<file path="src/rtl/boot_loader_if.sv">
`timescale 1ns/1ps
// Core-memory write port shared between the boot loader and the CPU.
// The loader drives the request side; the memory answers with a one-cycle ack.
interface boot_loader_if #(
  parameter int ADDR_W = 15
);
  logic              mem_req;
  logic              mem_we;
  logic [ADDR_W-1:0] mem_addr;
  logic [15:0]       mem_wdata;
  logic              mem_ack;

  modport master (
    output mem_req,
    output mem_we,
    output mem_addr,
    output mem_wdata,
    input  mem_ack
  );

  modport slave (
    input  mem_req,
    input  mem_we,
    input  mem_addr,
    input  mem_wdata,
    output mem_ack
  );
endinterface

</file>
<file path="src/rtl/boot_loader.sv">
`timescale 1ns/1ps
// Program-load sequencer: on a front-panel PROGRAM LOAD request it holds the
// CPU, copies the bootstrap ROM into core memory, loads the PC and restarts
// the CPU. All outputs except rom_addr are registered; rom_addr follows the
// word counter so the combinational ROM presents the word during READ.
module boot_loader #(
  parameter int ADDR_W     = 15,
  parameter int BOOT_BASE  = 0,
  parameter int BOOT_LEN   = 32,
  parameter int START_ADDR = 0
) (
  input  logic              clk,
  input  logic              rst,
  input  logic              pl_req,
  input  logic              cpu_halted,
  output logic [4:0]        rom_addr,
  input  logic [15:0]       rom_YD,
  output logic              cpu_hold,
  boot_loader_if.master     mem,
  output logic              pc_load,
  output logic [ADDR_W-1:0] pc_value,
  output logic              run_start,
  output logic              busy,
  output logic              done
);

  typedef enum logic [2:0] {
    IDLE  = 3'd0,
    HOLD  = 3'd1,
    READ  = 3'd2,
    WRITE = 3'd3,
    SETPC = 3'd4,
    GO    = 3'd5
  } state_t;

  // Index of the final word; the copy stops here so the 5-bit counter never wraps.
  localparam logic [4:0]        LAST_WORD = 5'(BOOT_LEN - 1);
  localparam logic [ADDR_W-1:0] START_PC  = ADDR_W'(START_ADDR);

  state_t              state;
  state_t              state_n;
  logic [4:0]          cnt;
  logic [4:0]          cnt_n;
  logic                cpu_hold_n;
  logic                busy_n;
  logic                req_n;
  logic [ADDR_W-1:0]   addr_n;
  logic [15:0]         wdata_n;
  logic                pc_load_n;
  logic [ADDR_W-1:0]   pc_value_n;
  logic                run_start_n;
  logic                done_n;
  logic                ack_seen;

  // Destination address for ROM word idx, wrapped to the core address width.
  function automatic logic [ADDR_W-1:0] word_addr(input logic [4:0] idx);
    logic [ADDR_W+5:0] sum;
    sum = (ADDR_W+6)'(BOOT_BASE) + (ADDR_W+6)'(idx);
    return sum[ADDR_W-1:0];
  endfunction

  assign rom_addr = cnt;

  // An ack only counts while our own request is up; stray acks are ignored.
  assign ack_seen = mem.mem_req & mem.mem_ack;

  // Next-state and next-output decode; registered values hold unless changed.
  always_comb begin
    state_n     = state;
    cnt_n       = cnt;
    cpu_hold_n  = cpu_hold;
    busy_n      = busy;
    req_n       = mem.mem_req;
    addr_n      = mem.mem_addr;
    wdata_n     = mem.mem_wdata;
    pc_load_n   = 1'b0;
    pc_value_n  = pc_value;
    run_start_n = 1'b0;
    done_n      = 1'b0;
    unique case (state)
      IDLE: begin
        if (pl_req) begin
          state_n    = HOLD;
          cpu_hold_n = 1'b1;
          busy_n     = 1'b1;
        end
      end
      HOLD: begin
        if (cpu_halted) begin
          state_n = READ;
        end
      end
      READ: begin
        addr_n  = word_addr(cnt);
        wdata_n = rom_YD;
        req_n   = 1'b1;
        state_n = WRITE;
      end
      WRITE: begin
        if (ack_seen) begin
          req_n = 1'b0;
          if (cnt == LAST_WORD) begin
            state_n    = SETPC;
            pc_load_n  = 1'b1;
            pc_value_n = START_PC;
          end else begin
            cnt_n   = cnt + 5'd1;
            state_n = READ;
          end
        end
      end
      SETPC: begin
        run_start_n = 1'b1;
        done_n      = 1'b1;
        state_n     = GO;
      end
      GO: begin
        cpu_hold_n = 1'b0;
        busy_n     = 1'b0;
        cnt_n      = 5'd0;
        state_n    = IDLE;
      end
      default: begin
        state_n = IDLE;
      end
    endcase
  end

  // State, counter and output registers; reset aborts any sequence in flight.
  always_ff @(posedge clk) begin
    if (rst) begin
      state         <= IDLE;
      cnt           <= 5'd0;
      cpu_hold      <= 1'b0;
      busy          <= 1'b0;
      mem.mem_req   <= 1'b0;
      mem.mem_we    <= 1'b0;
      mem.mem_addr  <= '0;
      mem.mem_wdata <= 16'd0;
      pc_load       <= 1'b0;
      pc_value      <= '0;
      run_start     <= 1'b0;
      done          <= 1'b0;
    end else begin
      state         <= state_n;
      cnt           <= cnt_n;
      cpu_hold      <= cpu_hold_n;
      busy          <= busy_n;
      mem.mem_req   <= req_n;
      mem.mem_we    <= req_n;
      mem.mem_addr  <= addr_n;
      mem.mem_wdata <= wdata_n;
      pc_load       <= pc_load_n;
      pc_value      <= pc_value_n;
      run_start     <= run_start_n;
      done          <= done_n;
    end
  end

endmodule
</file>
<file path="src/flat_wrapper.sv">
// flat-port wrapper written by rule: the top's interface ports become plain ports
module boot_loader_flat 
#(
  parameter int ADDR_W     = 15,
  parameter int BOOT_BASE  = 0,
  parameter int BOOT_LEN   = 32,
  parameter int START_ADDR = 0
)
  (clk, rst, pl_req, cpu_halted, rom_addr, rom_YD, cpu_hold, pc_load, pc_value, run_start, busy, done, mem_mem_req, mem_mem_we, mem_mem_addr, mem_mem_wdata, mem_mem_ack);
  boot_loader_if #(.ADDR_W(ADDR_W)) mem_i ();
  input  logic clk;
  input  logic rst;
  input  logic pl_req;
  input  logic cpu_halted;
  output logic [4:0] rom_addr;
  input  logic [15:0] rom_YD;
  output logic cpu_hold;
  output logic pc_load;
  output logic [ADDR_W-1:0] pc_value;
  output logic run_start;
  output logic busy;
  output logic done;
  output wire logic [$bits(mem_i.mem_req)-1:0] mem_mem_req;
  output wire logic [$bits(mem_i.mem_we)-1:0] mem_mem_we;
  output wire logic [$bits(mem_i.mem_addr)-1:0] mem_mem_addr;
  output wire logic [$bits(mem_i.mem_wdata)-1:0] mem_mem_wdata;
  input wire logic [$bits(mem_i.mem_ack)-1:0] mem_mem_ack;
  assign mem_mem_req = mem_i.mem_req;
  assign mem_mem_we = mem_i.mem_we;
  assign mem_mem_addr = mem_i.mem_addr;
  assign mem_mem_wdata = mem_i.mem_wdata;
  assign mem_i.mem_ack = mem_mem_ack;
  boot_loader #(.ADDR_W(ADDR_W), .BOOT_BASE(BOOT_BASE), .BOOT_LEN(BOOT_LEN), .START_ADDR(START_ADDR)) u_core (.clk(clk), .rst(rst), .pl_req(pl_req), .cpu_halted(cpu_halted), .rom_addr(rom_addr), .rom_YD(rom_YD), .cpu_hold(cpu_hold), .mem(mem_i), .pc_load(pc_load), .pc_value(pc_value), .run_start(run_start), .busy(busy), .done(done));
endmodule
</file>
<file path="config.mk">
export PLATFORM = sky130hd
export DESIGN_NAME = boot_loader_flat
export DESIGN_NICKNAME = d
export VERILOG_FILES = /design/src/rtl/boot_loader_if.sv /design/src/rtl/boot_loader.sv /design/src/flat_wrapper.sv
export SDC_FILE = /design/constraint.sdc
export NUM_CORES = 1
export LEC_CHECK = 0
export ABC_CLOCK_PERIOD_IN_PS = 3000
export CELL_PAD_IN_SITES_DETAIL_PLACEMENT = 1
export CELL_PAD_IN_SITES_GLOBAL_PLACEMENT = 1
export CORE_UTILIZATION = 30
export DETAILED_ROUTE_END_ITERATION = 10
export PLACE_DENSITY_LB_ADDON = 0.15
export SYNTH_ARGS = -nofsm -noshare
export SYNTH_HDL_FRONTEND = slang
export SYNTH_SLANG_ARGS = --single-unit
export TNS_END_PERCENT = 10
</file>
<file path="constraint.sdc">
create_clock -name clk -period 3 [get_ports clk]
set_input_delay 0.45 -clock clk [delete_from_list [all_inputs] [get_ports clk]]
set_output_delay 0.45 -clock clk [all_outputs]
set_load 0.005 [all_outputs]
</file>
==> results list, run 1 <==
- Setup total negative slack on the finished layout was measured at 0 ps.
- Setup repair after global routing left no endpoint under its margin.
* DR WL met3: 239 um
- Port-buffer cells: 53
- Number of flops mapped to enable cells by yosys: 0
* Timing startpoint of the critical path: u_core.rom_addr[0]
* Most common cell after layout, fill and taps aside: sky130_fd_sc_hd__clkdlybuf4s50_1
- The complex-gate fraction of the synthesized area is 0.147.
* Area added between synthesis and finish: 34.6%
* Setup-failing EPs final: 0
* Arrival time reported for the critical path endpoint: 2120 ps
- STA classifies the critical path startpoint as a register.
* Die span in y: 73.9 um
- For this run, the share of the core covered by cells in the final layout is 0.431.
- Dividing the final minimum period by the clock period gives 0.648.
- Post-detailed-route wirelength per cell: 12.6 um
* Pin count of the biggest net entering global routing: 23
- Half-perimeter wire length after placement: 2660 um
- The routed layout has 1351 vias.
- For this run, the post-layout net count is 257.
- Reg-to-reg startpoint: u_core.rom_addr[0]
- TritonCTS built the clock tree.
- The number of antenna violations at the first check in global routing came to 0.
- In this run the tightest slew margin relative to its limit is 0.505.
- I/O pin cnt: 79
- Of the total synthesized cell area, the portion taken by full adders, half adders and majority gates is 0.0161.
- Combined area of the multi-input logic cells: 698 sq um
* Xor-xnor portion of the synthesized cell area: 0
* Cell count of the worst reg-to-reg path: 6
- Die Outline Area: 5470 sq um
* Number of global-route vias before repair: 1282
- The final-report max-slew violation count is 0.
- After global routing the overflow that remains totals 0.
- Number of hold-repair buffers added at the cts stage: 0
* Starting utilization of the core area: 0.320
- Along the worst path, the maximum fanout reaches 7.
- The first detailed-routing pass took 3 iterations.
- Violation count after the first detailed-route iteration: 65
- After synthesis, the share of flip-flops with an asynchronous set or reset is 0.
* Seq. cell area: between 600 and 700 sq um
- Wire length of the first global-routing pass: around 6000 um
* Die span in x: 73.9 um
- The cell sitting at the root of the clock tree is a sky130_fd_sc_hd__clkbuf_8.
- Post-DRT Antenna Nets: 0
* Cell Area, Synth: 1550 sq um
- Dividing total power by cell area gives a power density of 441 nW/um^2.
- ANT cells: 0
* Sequential element share of the synthesized area: 0.425
* Post-CTS Repair Setup Buffers: 0
- The worst setup path is captured at a register.
- Fillcell total: 589
* Clock Skew: 10.3 ps
- Dominant combinational cell family by area after synthesis: simple AND/OR/NAND/NOR gates
- In this run the most critical hold path is launched from u_core.mem.mem_addr[4].
* Standard-cell rows: 25
- After clock tree synthesis, the clock-pin slew on the worst setup and hold paths is 70 ps.
- The worst hold path belongs to the class reg -> reg.
- The average instance in the mapped netlist occupies 8.35 sq um.
* Maximum operating frequency: a little over 0.5 GHz
- The longest clock path from root to sink contains 2 buffers.
- WL final: 3790 um
* Commonest cells after routing, fill and taps aside: 53 x sky130_fd_sc_hd__clkdlybuf4s50_1, 44 x sky130_fd_sc_hd__nand2_1, 33 x sky130_fd_sc_hd__dfxtp_1
- CTS buffer count: 5
- H-tree lvl count: 2
- Reported max-cap violation count: 0
- The analysis attributes to cell leakage a power of 0.801 nW.
- The endpoint identified for the worst register-to-register timing path is u_core.rom_addr[4].
- The floorplan step defined a core boundary enclosing around 4800 sq um.
* Synthesized instance count: ~190
- Synth Area in Simple Gates: 0.219
- Last weighted congestion value of the routability-driven placer: about 0.75
- Type of the setup path with the least slack: reg -> reg
- Among all flip-flop cells after synthesis, the most frequent one is sky130_fd_sc_hd__dfxtp_1.
- Data on the critical path is required at its endpoint by 3170 ps.
* Synth warnings: 0
- For this design, the sink count on the clock tree is 33.
- Number of hold violations in the final report: 0
- Worst VDD drop: between 150 and 200 uV
* Run status: finished clean
* Share of post-route cells with drive strength above 1: 0.0553
* Slew at the pin with the worst max-slew slack: 742 ps
- Clock Latency Late Sink: 290 ps
- The worst hold path terminates at u_core.mem.mem_addr[4].
* Gates resized, CTS repair: 0
- After synthesis the netlist holds a flip-flop and latch count of 33.
* Internal reg-to-reg setup slack: between 1000 and 1500 ps
- Top routing layer in use: met4
- After synthesis, the netlist uses 35 different library cells.
* DRC violations left: 0
- Across every metal layer, demand over resource in global routing totals 0.145.
- Length of routed met2 wiring: 1730 um
- Metal-1 WL: 1750 um
- In the routed layout, each cell is associated on average with a via count of 4.47.
* Multiplexer area fraction after synthesis: 0.00725
* Cell count of the worst hold path: 2
* Time the worst path needs with I/O delays and setup: approximately 1900 ps
[stage by stage]
step	setup slack (ps)	hold WS (ps)	std cells	instance area, sq um	power (W)
global route	972	474	302	2090	0.000956
CTS	1060	456	302	2090	0.000930
detailed placement	1030	446	294	2010	0.000604
global placement	1040	442	294	2010	0.000603
floorplan	1200	453	210	1640	0.000562
finish	1060	452	302	2090	0.000921
[worst max path at each step]
stage | cells after the start | endpoint | slack (ps)
after floorplan | 6 | u_core.rom_addr[1] | 1200
after global placement | 4 | u_core.rom_addr[3] | 1040
after detailed placement | 4 | u_core.rom_addr[3] | 1030
after CTS | 6 | u_core.rom_addr[4] | 1060
after global routing | 6 | u_core.rom_addr[4] | 970
final | 6 | u_core.rom_addr[4] | 1060
[logic make-up (layout without fill, tap and decap cells)]
logic type,count (synthesis),after routing
other,1,25
and+or+nand+nor,68,68
buffers and inverters,43,68
muxes,1,1
DFF,33,33
adders and majority gates,2,2
AOI/OAI and AO/OA,38,38
[where the power goes]
group / leakage, nW / internal (W) / switching [W]
sequential: 0.267 / 0.000453 / 0.0000196
clock: 0.0450 / 0.000161 / 0.000167
combinational: 0.489 / 0.0000652 / 0.0000558
[layout make-up]
class,count,area share
Sequential cell,33,0.316
Multi-Input combinational cell,134,0.334
Tap cell,67,0.0401
Timing Repair Buffer,55,0.261
Clock inverter,2,0.00479
Inverter,5,0.00898
Clock buffer,6,0.0347
[synthesized netlist by cell type (2+ instances only)]
library cell,count,area share
sky130_fd_sc_hd__nand3b_4,2,0.026
sky130_fd_sc_hd__nor2_1,3,0.0073
sky130_fd_sc_hd__nand2b_1,2,0.0081
sky130_fd_sc_hd__buf_4,29,0.14
sky130_fd_sc_hd__nand2_1,44,0.11
sky130_fd_sc_hd__dfxtp_1,33,0.43
sky130_fd_sc_hd__inv_1,5,0.012
sky130_fd_sc_hd__a21oi_1,24,0.077
sky130_fd_sc_hd__o21ai_0,4,0.013
sky130_fd_sc_hd__ha_1,2,0.016
sky130_fd_sc_hd__buf_2,5,0.016
sky130_fd_sc_hd__or4_1,2,0.0097
sky130_fd_sc_hd__and3_1,2,0.0081
sky130_fd_sc_hd__nor3_1,6,0.019
sky130_fd_sc_hd__clkbuf_1,2,0.0048
sky130_fd_sc_hd__a32o_1,2,0.013
[sequential cells by signal (all words and copies together), names as in the netlist]
signal / flops
u_core.mem.mem_wdata: 16
u_core.mem.mem_addr: 5
u_core.rom_addr: 5
u_core.state: 3
u_core.cpu_hold: 1
u_core.mem.mem_we: 1
u_core.pc_load: 1
u_core.run_start: 1
[metal layers]
layer / global-route usage / vias up
li1: - / 668
met1: 0.185 / 620
met2: 0.232 / 54
met3: 0.0339 / 9
met4: 0.0641 / 0
met5: 0 / -
[critical path, stage by stage, from the launching register on]
cell and delay, ps:
sky130_fd_sc_hd__dfxtp_1 370, sky130_fd_sc_hd__ha_1 230, sky130_fd_sc_hd__and3_1 190, sky130_fd_sc_hd__ha_1 200, sky130_fd_sc_hd__nand3b_4 190, sky130_fd_sc_hd__a221o_1 390, sky130_fd_sc_hd__a32o_1 260
No activity file was read; power rests on OpenSTA's default activity.
==> run 2, diff against run 1 <==
- ABC_CLOCK_PERIOD_IN_PS: 3000 -> 2000
- CORE_UTILIZATION: 30 -> 28
- clock period: 3 -> 2 ns (I/O delays scaled with it)
==> results list, run 2 (synthesis results as in run 1) <==
- Run status: finished clean
* Arrival time reported for the critical path endpoint: 2080 ps
- The floorplan has 26 rows.
* Half-perimeter wire length after placement: ~2800 um
- After detailed routing, the total wire length is about 3800 um.
- Number of hold-repair buffers added at the cts stage: 0
- On the critical path the largest part of the delay comes from compound AO/OA/AOI/OAI gates.
- Of the total power, the clock network draws 0.361.
- Post-detailed-route wirelength per cell: 12.1 um
* I/O pin cnt: 79
- Via count: ~1400
- The tool flagged a number of max-cap violations equal to 0.
* Total number of nets in the final design: 262
* Port-buffer cells: 53
* Share of the core filled with cells in the final layout: 0.408
- Required time of the critical path: 2170 ps
- Maximum single-stage delay on the critical path: 390 ps
* Commonest cells after routing, fill and taps aside: 53 x sky130_fd_sc_hd__clkdlybuf4s50_1, 44 x sky130_fd_sc_hd__nand2_1, 33 x sky130_fd_sc_hd__dfxtp_1
* CTS root buffer: sky130_fd_sc_hd__clkbuf_8
- The critical path contains buffers and inverters numbering 0 combined.
* Top routing layer in use: met4
- Entering global routing, the biggest net connects 23 pins.
* Metal-1 WL: 1700 um
- DRC violations left: 0
- The congestion estimate from routability-driven global placement came to 0.758.
- Type of the setup path with the least slack: reg -> reg
* Ordered list of cells on the worst path: ha_1 -> and3_1 -> ha_1 -> nand3b_4 -> a221o_1 -> a32o_1
- Setup repair after global routing left no endpoint under its margin.
- Leakage component of the power: 0.826 nW
- Cell seen most often among critical-path stages: sky130_fd_sc_hd__ha_1
* Startpoint of the worst hold path: u_core.mem.mem_addr[1]
- The number of global-route vias before repair is 1266.
- Power spent charging and discharging nets: about 0.00034 W
* Vias per cell: approximately 4.4
- Number of hold violations in the final report: 0
- The worst hold path was traced through 2 stages.
* Post-CTS Repair Setup Buffers: 0
* Combinational power share: 0.137
- Of the total power, registers draw 0.502.
- The final-report max-slew violation count is 0.
- Critical path launch point type: register
- After the first detailed-routing iteration, the DRC count stood at 34.
- The first global-routing pass estimated roughly 6000 um of wire.
- Setup total negative slack on the finished layout was measured at 0 ps.
* Sw frac: 0.246
- IR analysis of the VDD net gives a maximum drop of roughly 260 uV.
- R2r endpoint: u_core.rom_addr[4]
- Time the worst path needs with I/O delays and setup: 1900 ps
- Gates resized, CTS repair: 0
- Counting cells, the worst reg-to-reg path comes to 6.
- The repair_antennas step left the layout with diodes totalling 0.
- Antenna violations before repair: 0
* Clock Skew: 3.88 ps
- Largest buffer count on any clock path: 2
* Area of the core region: 5240 sq um
- The slowest stage of the critical path is the sky130_fd_sc_hd__a221o_1 cell.
- The setup check on the worst reg-to-reg path leaves a slack of just under 100 ps.
- Of the available clock period, the critical path in the final layout requires 0.951.
* Total internal power: 0.00106 W
- DR pass1 iterations: 4
* Clock slew seen by the registers of the worst setup and hold paths: roughly 70 ps
- In the final layout, the share of cells above drive strength 1 is 0.0711.
- Wire segments on met3 add up to around 230 um in the final route.
- In this run the vertical extent of the chip is 76.5 um.
* Post-DRT Antenna Nets: 0
- CTS built an H-tree with a depth of 2.
- The worst setup path is captured at a register.
* Register with the highest flop count: u_core.mem.mem_wdata
* Number of flip-flops under the largest register name: 16
- Die Outline Area: 5850 sq um
- Global route overflow: 0
* Maximum operating frequency: roughly 0.53 GHz
- For this run, the total global-route usage over all layers was measured as 0.134.
* CP Max Fanout: 7
- The min-delay analysis places its worst path in the category reg -> reg.
- Buffers inserted during clock tree synthesis total 5.
* Die span in x: 76.5 um
- The initial utilization of the core area, before any placement, comes to 0.296.
- Setup-failing EPs final: 0
* Reg-to-reg startpoint: u_core.rom_addr[1]
* Num Clock Sinks: 33
- Leaving out fill and tap cells, the most frequent cell in the layout is sky130_fd_sc_hd__clkdlybuf4s50_1.
- In this run the power density over the cells is 657 nW/um^2.
- Clock Latency Late Sink: 280 ps
- Length of routed met2 wiring: 1800 um
* Fillcell total: 646
* Clock tree from TritonCTS: done
* Endpoint, Worst Hold: u_core.mem.mem_addr[1]
* Area added between synthesis and finish: 37.5%
==> run 2: changes by cell type in the layout (fill, tap and decap cells not counted), sizes merged <==
| cell | previous run | this run |
|---|---|---|
| clkbuf | 6 | 7 |
| clkinv | 2 | 0 |
| buf | 2 | 7 |
==> run 2: area by class of cell <==
cell class,count,area [sq um],area share
Clock buffer,7,86.3,0.0404
Inverter,5,18.8,0.00879
Multi-Input combinational cell,134,698,0.327
Sequential cell,33,661,0.309
Tap cell,70,87.6,0.0410
Timing Repair Buffer,60,583,0.273
==> run 2: layer usage <==
layer	vias up	global-route usage
li1	677	-
met1	634	0.162
met2	43	0.216
met3	2	0.0503
met4	0	0.0462
met5	-	0
==> run 2: power by group through the flow <==
stage,registers [W],logic (W),clock network [W]
floorplan,0.000710,0.000133,0
global placement,0.000718,0.000194,0
detailed placement,0.000718,0.000194,0
CTS,0.000703,0.000195,0.000527
global route,0.000707,0.000213,0.000554
finish,0.000703,0.000193,0.000506
==> run 2: worst max-delay path by stage <==
stage	start	end	slack, ps	cells after the start
6_report	u_core.rom_addr[1]	u_core.rom_addr[4]	100	6
5_1_grt	u_core.rom_addr[1]	u_core.rom_addr[4]	20	6
4_1_cts	u_core.rom_addr[1]	u_core.rom_addr[1]	110	6
3_5_place_dp	u_core.rom_addr[1]	u_core.rom_addr[4]	120	6
3_3_place_gp	u_core.rom_addr[1]	u_core.rom_addr[1]	170	6
2_1_floorplan	u_core.rom_addr[0]	u_core.rom_addr[1]	200	6
==> run 2: through the flow <==
step,instances,cell area (sq um),setup WS [ps],power (W),hold slack [ps]
finish,309,2130,98.3,0.00140,453
CTS,309,2130,107,0.00143,455
global placement,302,2050,166,0.000912,442
global route,309,2130,21.2,0.00147,478
floorplan,210,1640,199,0.000843,436
detailed placement,302,2050,119,0.000912,448
==> run 2: tightest hold or removal path: cells and delay by family (launching register included) <==
kind | cells | cell delay, ps
flops | 1 | 310
simple gates | 1 | 50
compound gates | 1 | 50
==> RTL edit: new RTL, flow settings as in run 2 <==
`pc_value` no longer has a reset.
--- a/src/rtl/boot_loader.sv
+++ b/src/rtl/boot_loader.sv
@@ -138,7 +138,6 @@
       mem.mem_addr  <= '0;
       mem.mem_wdata <= 16'd0;
       pc_load       <= 1'b0;
-      pc_value      <= '0;
       run_start     <= 1'b0;
       done          <= 1'b0;
     end else begin
@@ -151,10 +150,13 @@
       mem.mem_addr  <= addr_n;
       mem.mem_wdata <= wdata_n;
       pc_load       <= pc_load_n;
-      pc_value      <= pc_value_n;
       run_start     <= run_start_n;
       done          <= done_n;
     end
   end
 
+  always_ff @(posedge clk) begin
+    pc_value <= pc_value_n;
+  end
+
 endmodule
Behaviour: same outputs for any inputs over 10 cycles, from zero or initial values and one cycle with rst high; that may be too few to reach the edited logic, so the function may still have changed.
==> RTL edit against run 2 <==
Power is 1.4% lower. Synthesized area is 2.8% lower. Non-clock buffer count is 4 higher. First-iteration DRC count is 47% higher. Setup slack worse by 0.022 ns. Cell count is 1.6% higher. Final area is 1.0% higher. Via count is 0.59% lower. Wire length is 2.3% higher. Count of clock-buffer cells in the layout stayed put. Synthesized cell count is 0.54% higher. Sequential cell count stayed put. Hold slack better by 0.0018 ns. Critical endpoint is now u_core.rom_addr[3].
==> RTL edit: results (changes against run 2) <==
Placed Instances 306 (was 302); worst skew pair latency 0.28 ns (about the same); final clock skew 0.00410 ns (was 0.00388 ns); GPL Wtd Cong 0.785 (was 0.758); clock network share of area 4.00% (was 4.04%); nonclk inv count 2 (was 5); non-clock buffer contribution to total cell area 28.4% (was 27.3%); DR vias 1348 (was 1356); Layout area overhead 42.9% (was 37.5%); total iterations of the first detailed-routing run 3 (was 4); Arrival @ worst endpoint 2.13 ns (was 2.08 ns); met3 usage 3.97% (was 5.03%); Yosys cell types 31 (was 35); drt initial violations 50 (was 34); Fill cells 645 (was 646); Final Worst Setup Slack 0.0761 ns (was 0.0983 ns); Cells after Synth 187 (was 186); Max VDD drop 300 uV (was 264 uV); GRT met1 Usage 16.6% (was 16.2%); top post-synthesis cells by count nand2_1, dfxtp_1, a21oi_1, buf_4, clkbuf_1 (was nand2_1, dfxtp_1, buf_4, a21oi_1, nor3_1); crit path capture type flop (unchanged); sequential area share after synthesis 43.8% (was 42.5%); DR WL/cell 12.2 um (was 12.1 um); Worst Hold Margin 0.454 ns (was 0.453 ns); Seq area share 30.6% (was 30.9%); max incr delay on CP 0.49 ns (was 0.39 ns); CP startpoint u_core.rom_addr[0] (was u_core.rom_addr[1]); worst-path cell with the longest stage delay or4_1 (was a221o_1); Area contributors post-synth dfxtp_1, buf_4, nand2_1, a21oi_1, clkbuf_1 (was dfxtp_1, buf_4, nand2_1, a21oi_1, nand3b_4); placed standard-cell area 2050 um2 (about the same); fraction of layout cells with a size suffix above 1 9.84% (was 7.11%); Setup Fix Bufs, Post-CTS 1 (was 0); EDFF count, synth 0 (unchanged); Non-CTS buffers 64 (was 60); DR vias/cell 4.29 (was 4.39); Switching Fraction 23.7% (was 24.6%); post-CTS sizing 1 (was 0); worst r2r src u_core.rom_addr[0] (was u_core.rom_addr[1]); worst reg2reg endpoint u_core.rom_addr[3] (was u_core.rom_addr[4]); largest net degree at the start of global routing 24 (was 23); first-pass GRT wire length 5.68 mm (was 6.15 mm); CP max FO 3 (was 7); area of the multi-input gates 701 um2 (was 698 um2); vias in the first global route 1193 (was 1266); Global Route Usage Sum 13.7% (was 13.4%); nets 267 (was 262); dpl hpwl 2.67 mm (was 2.79 mm); Largest register FFs 16 (unchanged); dpl ws -0.0239 ns (was 0.119 ns); status finished, final reports clean (unchanged); P_leak 0.804 nW (was 0.826 nW); Largest Register u_core.mem.mem_wdata (unchanged); multi-input gates 138 (was 134); initial antenna violation count 0 (unchanged); met2 usage 22.3% (was 21.6%)
==> RTL edit: changes by cell type after synthesis, moves of 2 or more <==
cell      change
a21oi_1       +5
a32o_1        -2
buf_2         -3
clkbuf_1      +6
inv_1         -3
nand3_1       +3
nand3b_4      -2
nor3_1        -2
nor3b_1       +2
==> RTL edit: cells by family after synthesis <==
kind of cell	share of synthesized area (%)
adder cells (fa/ha/maj)	1.66
flip-flops	43.8
buffers and inverters	17.1
other	0.249
AND/OR/NAND/NOR	22.9
AO/OA/AOI/OAI	14.3
==> RTL edit: metal layers <==
metal  routed length, um  vias up
li1                    -      685
met1                1690      614
met2                1880       45
met3                 222        4
met4                  45        0
met5                   0        -
==> RTL edit: worst min-delay path by stage <==
stage,depth (start not counted),start,end
finish,2,u_core.mem.mem_wdata[12],u_core.mem.mem_wdata[12]
global route,2,u_core.mem.mem_wdata[0],u_core.mem.mem_wdata[0]
CTS,2,u_core.mem.mem_addr[1],u_core.mem.mem_addr[1]
detailed placement,2,u_core.mem.mem_addr[1],u_core.mem.mem_addr[1]
global placement,2,u_core.mem.mem_wdata[7],u_core.mem.mem_wdata[7]
floorplan,2,rom_YD[0],u_core.mem.mem_wdata[0]
==> RTL edit: power by group through the flow <==
stage | clock network [W] | logic [W] | registers [W]
global placement | 0 | 0.000188 | 0.000708
detailed placement | 0 | 0.000189 | 0.000708
floorplan | 0 | 0.000121 | 0.000706
finish | 0.000501 | 0.000189 | 0.000693
CTS | 0.000525 | 0.000192 | 0.000693
global route | 0.000559 | 0.000211 | 0.000695
==> RTL edit: worst max-delay path, delay by kind of cell, from the launching register on <==
| kind | cells | cell delay, ns |
|---|---|---|
| compound gates | 1 | 0.11 |
| flops | 1 | 0.32 |
| fa+ha+maj | 2 | 0.37 |
| simple gates | 3 | 1.06 |
